$ cat src/rtl/pipe_scan_mux_pkg.sv
// Shared constants and helpers for the pipelined scan multiplexer.
package pipe_scan_mux_pkg;

  localparam int DEFAULT_W     = 8;
  localparam int DEFAULT_N_SEL = 4;

  // Number of registered 4:1 levels, which is also the pipeline latency.
  function automatic int levels_for(input int n_sel);
    return n_sel / 2;
  endfunction

  // Number of input channels addressed by an n_sel-bit select.
  function automatic int channels_for(input int n_sel);
    return 1 << n_sel;
  endfunction

  // LSB position of channel ch inside a flat bus of w-bit channels.
  function automatic int slice_lo(input int w, input int ch);
    return w * ch;
  endfunction

endpackage

$ cat src/rtl/pipe_scan_mux_mux4_reg_stage.sv
// One registered 4:1 node of the mux tree. The sideband (valid, enable,
// wrap flag, full select) moves with the data so every level works on the
// select that belongs to its own sample.
module mux4_reg_stage #(
  parameter int W     = 8,
  parameter int N_SEL = 4,
  parameter int K     = 0
) (
  input  logic             CLK,
  input  logic             RST,
  input  logic [4*W-1:0]   d,
  input  logic             valid_d,
  input  logic             g_l_d,
  input  logic             wrap_d,
  input  logic [N_SEL-1:0] sel_d,
  output logic [W-1:0]     q,
  output logic             valid_q,
  output logic             g_l_q,
  output logic             wrap_q,
  output logic [N_SEL-1:0] sel_q
);

  logic [1:0] leg;

  assign leg = sel_d[2*K +: 2];

  // Register the selected leg and its sideband; payload holds across bubbles.
  always_ff @(posedge CLK or posedge RST) begin
    // NOTE: data registers are reset too (not just valid) so Y reads 0 after reset.
    if (RST) begin
      q       <= '0;
      valid_q <= 1'b0;
      g_l_q   <= 1'b0;
      wrap_q  <= 1'b0;
      sel_q   <= '0;
    end else begin
      // NOTE: non-blocking assignments so every register samples pre-edge values.
      valid_q <= valid_d;
      wrap_q  <= valid_d & wrap_d;
      if (valid_d) begin
        q     <= d[W*leg +: W];
        g_l_q <= g_l_d;
        sel_q <= sel_d;
      end
    end
  end

endmodule

$ cat src/rtl/pipe_scan_mux.sv
// Pipelined W-bit, 2^N_SEL-channel mux built from registered 4:1 levels,
// with valid tagging, channel tagging and an auto-scan channel counter.
module pipe_scan_mux
  import pipe_scan_mux_pkg::*;
#(
  parameter int W     = DEFAULT_W,
  parameter int N_SEL = DEFAULT_N_SEL
) (
  input  logic                         CLK,
  input  logic                         RST,
  input  logic                         G_L,
  input  logic                         MODE,
  input  logic                         IN_VALID,
  input  logic [W*(1<<N_SEL)-1:0]      S,
  input  logic [N_SEL-1:0]             X,
  output logic [W-1:0]                 Y,
  output logic                         Y_VALID,
  output logic [N_SEL-1:0]             Y_CH,
  output logic                         SCAN_WRAP
);

  localparam int LEVELS = levels_for(N_SEL);
  localparam int CH     = channels_for(N_SEL);

  if (N_SEL < 2 || (N_SEL % 2) != 0) begin : g_bad_n_sel
    $error("pipe_scan_mux: N_SEL must be even and >= 2");
  end

  logic [N_SEL-1:0] cnt;
  logic [N_SEL-1:0] sel_in;
  logic             wrap_in;

  // Effective select and wrap tag for the sample presented this cycle.
  always_comb begin
    // NOTE: every output gets a default first so no latch is inferred.
    sel_in  = X;
    wrap_in = 1'b0;
    if (MODE) begin
      sel_in  = cnt;
      wrap_in = !G_L && (cnt == N_SEL'(CH - 1));
    end
  end

  // Scan counter advances only on enabled, valid scan samples; wraps naturally.
  always_ff @(posedge CLK or posedge RST) begin
    if (RST) begin
      cnt <= '0;
    end else if (IN_VALID && MODE && !G_L) begin
      cnt <= cnt + 1'b1;
    end
  end

  // Tree of registered 4:1 levels; level k has 4^(LEVELS-1-k) nodes.
  for (genvar k = 0; k < LEVELS; k++) begin : lvl
    localparam int NOUT = 1 << (2 * (LEVELS - 1 - k));

    logic [4*NOUT*W-1:0] din;
    logic                valid_d;
    logic                g_l_d;
    logic                wrap_d;
    logic [N_SEL-1:0]    sel_d;

    logic [NOUT*W-1:0]   q;
    logic                valid;
    logic                g_l;
    logic                wrap;
    logic [N_SEL-1:0]    sel;

    if (k == 0) begin : src_in
      assign din     = S;
      assign valid_d = IN_VALID;
      assign g_l_d   = G_L;
      assign wrap_d  = wrap_in;
      assign sel_d   = sel_in;
    end else begin : src_prev
      assign din     = lvl[k-1].q;
      assign valid_d = lvl[k-1].valid;
      assign g_l_d   = lvl[k-1].g_l;
      assign wrap_d  = lvl[k-1].wrap;
      assign sel_d   = lvl[k-1].sel;
    end

    for (genvar j = 0; j < NOUT; j++) begin : node
      if (j == 0) begin : head
        // The head node's sideband copy is the one carried to the next level.
        mux4_reg_stage #(.W(W), .N_SEL(N_SEL), .K(k)) u_stage (
          .CLK     (CLK),
          .RST     (RST),
          .d       (din[slice_lo(W, 4*j) +: 4*W]),
          .valid_d (valid_d),
          .g_l_d   (g_l_d),
          .wrap_d  (wrap_d),
          .sel_d   (sel_d),
          .q       (q[slice_lo(W, j) +: W]),
          .valid_q (valid),
          .g_l_q   (g_l),
          .wrap_q  (wrap),
          .sel_q   (sel)
        );
      end else begin : body
        // Sideband copies in the other nodes are identical to the head's.
        logic             valid_unused;
        logic             g_l_unused;
        logic             wrap_unused;
        logic [N_SEL-1:0] sel_unused;

        mux4_reg_stage #(.W(W), .N_SEL(N_SEL), .K(k)) u_stage (
          .CLK     (CLK),
          .RST     (RST),
          .d       (din[slice_lo(W, 4*j) +: 4*W]),
          .valid_d (valid_d),
          .g_l_d   (g_l_d),
          .wrap_d  (wrap_d),
          .sel_d   (sel_d),
          .q       (q[slice_lo(W, j) +: W]),
          .valid_q (valid_unused),
          .g_l_q   (g_l_unused),
          .wrap_q  (wrap_unused),
          .sel_q   (sel_unused)
        );
      end
    end
  end

  // Outputs come straight from the last level's registers; a disabled
  // sample reads as 0 and that value is held through following bubbles.
  assign Y         = lvl[LEVELS-1].g_l ? '0 : lvl[LEVELS-1].q;
  assign Y_VALID   = lvl[LEVELS-1].valid;
  assign Y_CH      = lvl[LEVELS-1].sel;
  assign SCAN_WRAP = lvl[LEVELS-1].wrap;

endmodule

$ cat config.mk
export PLATFORM = sky130hd
export DESIGN_NAME = pipe_scan_mux
export DESIGN_NICKNAME = d
export VERILOG_FILES = /design/src/rtl/pipe_scan_mux_pkg.sv /design/src/rtl/pipe_scan_mux_mux4_reg_stage.sv /design/src/rtl/pipe_scan_mux.sv
export SDC_FILE = /design/constraint.sdc
export NUM_CORES = 1
export LEC_CHECK = 0
export CORE_AREA = 2 2 104 106
export DETAILED_ROUTE_END_ITERATION = 12
export DIE_AREA = 0 0 106 108
export PLACE_DENSITY_LB_ADDON = 0.3
export SETUP_SLACK_MARGIN = 0.05
export SYNTH_ARGS = -nofsm -noshare
export SYNTH_HDL_FRONTEND = slang
export SYNTH_HIERARCHICAL = 1
export SYNTH_SLANG_ARGS = --single-unit
$ cat constraint.sdc
create_clock -name CLK -period 1.61 [get_ports CLK]
set_clock_uncertainty 0.1 [all_clocks]
set_input_delay 0.2415 -clock CLK [delete_from_list [all_inputs] [get_ports CLK]]
set_output_delay 0.2415 -clock CLK [all_outputs]
set_load 0.05 [all_outputs]
## Yosys cells after proc, flatten, opt, wreduce, memory -nomap -nowiden

Cells that the tools add are included.
W data, S select, Z words.

- Register bits: 58
- Logic and storage cells: 30
- Input bits: 137
- Output and inout port bits: 14

- Shift-type cells: 5
- Equal/unequal tests: 1
- $add $sub $neg: 1
- Reductions and logical operators: 4
- Bitwise operators: 2
- Multiplexer cells: 3

Operator list:

| kind | count |
|---|---|
| $shiftx A32 B6 Y8 | 5 |
| $mux W8 | 1 |
| $add A4 B1 Y4 const B | 1 |
| $eq A4 B4 Y1 const B | 1 |
| $mux W4 | 1 |
| $logic_and A1 B1 Y1 | 3 |
| $and A1 B1 Y1 | 2 |
| $logic_not A1 Y1 | 1 |
| $mux W1 | 1 |

## Depth between registers and ports, before layout

- Word-level depth: 4
- Gate-level depth with buffers: 5
- Mapped depth without buffers: 4

## Cells and area by module

The synthesis kept the hierarchy.

By module, submodules not included:

| module | cells each | times used | area each (sq um) | seq. area each (sq um) |
|---|---|---|---|---|
| mux4_reg_stage (lvl[0].node[0].head.u_stage ...) | 61 | 4 | 769.5 | 375.4 |
| mux4_reg_stage (lvl[1].node[0].head.u_stage) | 61 | 1 | 774.5 | 375.4 |
| pipe_scan_mux | 27 | 1 | 290.3 | 100.1 |

## Worst setup path after synthesis

OpenSTA, ideal clock, no wires.

- Path type: register -> register
- Start point: reg cnt[0]
- End point: reg lvl[0].node[0].head.u_stage.q[0]
- Path buffers: 2
- Setup slack: 107 ps
- Required time: 1370 ps
- Arrival time: 1263 ps
- Stages on the path, launching flop included: 6
- Setup time: 140 ps
- Clock period less this slack: 1503 ps
- Path through: dfrtp_1 -> mux2_2 -> buf_6 -> buf_12 -> mux2i_1 -> o221ai_1

- Longest elaborated chain between the ends: 2

Ends and longest elaborated chain:

| item | RTL line | source |
|---|---|---|
| from (decl) | pipe_scan_mux.sv:29 | `logic [N_SEL-1:0] cnt;` |
| from (signal assigned) | pipe_scan_mux.sv:49 | `cnt <= cnt + 1'b1;` |
| $mux W4 | pipe_scan_mux.sv:38 | `if (MODE) begin` |
| via lvl[0].sel_d[0] | pipe_scan_mux.sv:61 | `logic [N_SEL-1:0] sel_d;` |
| $shiftx A32 B6 Y8 | pipe_scan_mux_mux4_reg_stage.sv:41 | `q <= d[W*leg +: W];` |
| to (signal assigned) | pipe_scan_mux_mux4_reg_stage.sv:41 |  |
| to (decl) | pipe_scan_mux_mux4_reg_stage.sv:16 | `output logic [W-1:0] q,` |

The timed path passes the listed nets, and every way through them passes these cells.
A chain may end at the register's enable or synchronous reset.

## Worst setup path in the final report

- Start point: reg lvl[1].node[0].head.u_stage.g_l_q
- End point: out Y[2]

- Longest elaborated chain between the ends: 1

Ends and longest elaborated chain:

| item | RTL line | source |
|---|---|---|
| from (decl) | pipe_scan_mux_mux4_reg_stage.sv:18 | `output logic g_l_q,` |
| from (signal assigned) | pipe_scan_mux_mux4_reg_stage.sv:42 | `g_l_q <= g_l_d;` |
| $mux W8 | pipe_scan_mux.sv:127 | `assign Y = lvl[LEVELS-1].g_l ? '0 : lvl[LEVELS-1].q;` |
| to (decl) | pipe_scan_mux.sv:16 | `output logic [W-1:0] Y,` |

No other way between the ends.

==> run_results.csv <==
group,metric,value,unit
clock_tree,cts_root_buffer,"clkbuf_8",
route,drtPass1Iterations,4,
critical_path,crit_type,"reg -> out",
power,p_leak,2.35,nW
timing,rsz0062_at_grt,"true",
global_routing,grt_max_degree,33,
final_layout,design_area,0.00543,mm^2
placed_design,pre_cts_ws,-0.381,ns
critical_path,crit_fanout,9,
clock_tree,cts_max_level,3,
clock_tree,cts_made_buffers,9,
global_routing,antenna_found_initial,0,
floorplan,placement_rows,37,
min_path,hold_class,"in -> async",
critical_path,crit_buf_inv,1,
timing,finalSetupViolations,0,
critical_path,path_delay_family,"flip-flops",
route,remaining_drc_errors,0,
timing,worstMarginPinSlew,0.367,ns
critical_path,required,1.27,ns
critical_path,r2r_cells,4,
final_layout,fin_nets,586,
floorplan,ioPinCount,151,
clock_tree,cts_setup_buffers,0,
global_routing,grt_overflow,0,
route,first_iter_violations,81,
timing,fin_hold_ws,0.286,ns
global_routing,grt_pass1_vias,3063,
final_layout,area_delta_synth_final,58.1,%
route,vias_per_cell,4.86,
power,max-vdd-ir-drop,0.000620,V
timing,setup_ws,0.0527,ns
timing,hold_viol_final,0,
clock_tree,clockBufferDepth,2,
placed_design,gp_congestion,0.773,
floorplan,core_area,0.0102,mm^2
floorplan,dieHeight,108,um
critical_path,endpoint_kind,"output port",
clock_tree,cts_tree,"yes",
critical_path,path_cells,"nor2b_2 -> buf_12",
route,num_vias,2860,
critical_path,start_kind,"flip-flop",
critical_path,worstPathArrival,1.22,ns
critical_path,timing.rr.start,"cnt[0]",
floorplan,die_area,0.0114,mm^2
timing,timing.fmax,642,MHz
logic_synthesis,postSynthAreaPerCell,11.9,um^2
route,postRouteAntennaNets,0,
critical_path,max_stage_delay,0.50,ns
logic_synthesis,synthCells,290,
critical_path,r2r_slack,0.08,ns
power,p_clk_share,19.8,%
logic_synthesis,synth_warnings,6,
placed_design,place.port_buffers,150,
job,maxCapViolCount,0,
clock_tree,cts_num_sinks,58,
final_layout,drive_above_1_share,17.4,%
floorplan,die_x,106,um
timing,post-route-period-util,96.7,%
logic_synthesis,syn_area,0.00344,mm^2
logic_synthesis,syn-num-nets,428,
critical_path,slowest_stage,"dfrtp_2",
route,routed_wl,9670,um
run_status,status,"completed",
power,seqPwrFrac,34.5,%
route,wire_per_inst,16.4,um
power,p_sw_share,34.8,%
timing,period_needed,1.56,ns
global_routing,grt.total_usage,17.0,%
placed_design,place_area,0.00518,mm^2
global_routing,grt_pass1_wl,15200,um
power,power.density,1240,mW/mm^2
power,p_int,4.39,mW
critical_path,reg2reg_to,"lvl[0].node[1].body.u_stage/q[3]",
clock_tree,clk_pin_slew,0.06,ns
placed_design,hpwl,7800,um
power,p_sw,2.35,mW
timing,drv_slew,0,
clock_tree,clk_latency,0.33,ns
floorplan,start_util,33.6,%
final_layout,n_antenna_cell,0,
power,p_comb_share,45.7,%
timing,relSlewSlack,75.5,%
-- per-layer routing --
layer / wire (um) / vias to the layer above / GRT usage (%)
li1: - / 1394 / -
met1: 4090 / 1356 / 21.1
met2: 4810 / 105 / 29.4
met3: 724 / 5 / 4.76
met4: 51 / 0 / 4.23
met5: 0 / - / 0
-- area by class of cell --
cell class	count	area [um^2]
flip-flops and latches	58	1450
clock buffers	14	163
multi-input cells	204	1820
well taps	136	170
inverters	8	30.0
fillers	913	4800
clock inverters	2	35.0
repair buffers	167	1770
-- how the worst max path moves through the flow --
stage | end | start | cells past startpoint
final | Y[2] | lvl[1].node[0].head.u_stage/g_l_q | 2
after global routing | Y[2] | lvl[1].node[0].head.u_stage/g_l_q | 2
after CTS | Y[0] | lvl[1].node[0].head.u_stage/g_l_q | 2
after detailed placement | lvl[0].node[1].body.u_stage/q[5] | MODE | 5
after global placement | lvl[0].node[0].head.u_stage/q[7] | MODE | 5
after floorplan | lvl[0].node[0].head.u_stage/q[0] | cnt[0] | 5
-- worst register-to-register path, cell delays in order (launching register included) --
cell and delay, ns:
dfrtp_1 0.37, mux2_4 0.31, buf_12 0.19, mux2i_2 0.26, o221ai_1 0.16
-- placed cells by master, fill, tap and decap left out, types with 2 or more instances in the layout --
cell type	n
nand2_1	3
clkbuf_8	11
mux2i_2	4
xnor2_1	2
mux2_4	2
mux2i_1	76
inv_1	8
buf_12	14
nand2b_2	3
o221ai_1	40
o21ai_0	2
and2_1	2
mux2_2	11
clkdlybuf4s50_1	135
nand2_2	3
nand2b_1	41
clkbuf_1	3
dfrtp_1	57
nor2b_2	8
buf_4	17
-- state kept, by name (all words and copies together) (netlist names) --
name / count
lvl.node.head.u_stage/g_l_q: 2
lvl.node.head.u_stage/q: 16
lvl.node.head.u_stage/valid_q: 2
lvl.node.head.u_stage/wrap_q: 2
cnt: 4
lvl.node.body.u_stage/q: 24
lvl.node.head.u_stage/sel_q: 8
-- metrics by stage --
stage | TNS, ns | util [%] | total power, mW | std cells
after detailed placement | -11.77 | 50.6 | 5.37 | 573
after CTS | 0 | 52.9 | 6.79 | 589
after global placement | -10.90 | 50.6 | 5.30 | 573
final | 0 | 53.1 | 6.74 | 589
after global routing | 0 | 53.1 | 7.13 | 589
after floorplan | 0 | - | 4.25 | 290
-- power groups by stage --
stage | combinational (mW) | sequential (mW) | clock (mW)
2_1_floorplan | 1.92 | 2.32 | 0
3_3_place_gp | 2.97 | 2.33 | 0
3_5_place_dp | 3.04 | 2.33 | 0
4_1_cts | 3.09 | 2.33 | 1.37
5_1_grt | 3.31 | 2.38 | 1.44
6_report | 3.08 | 2.32 | 1.33
-- timing repair --
item	4_1_cts	5_1_grt
gates resized for setup	14	8
setup endpoints to repair	40	37
hold buffers	0	0
(Power assumes the default switching activity.)
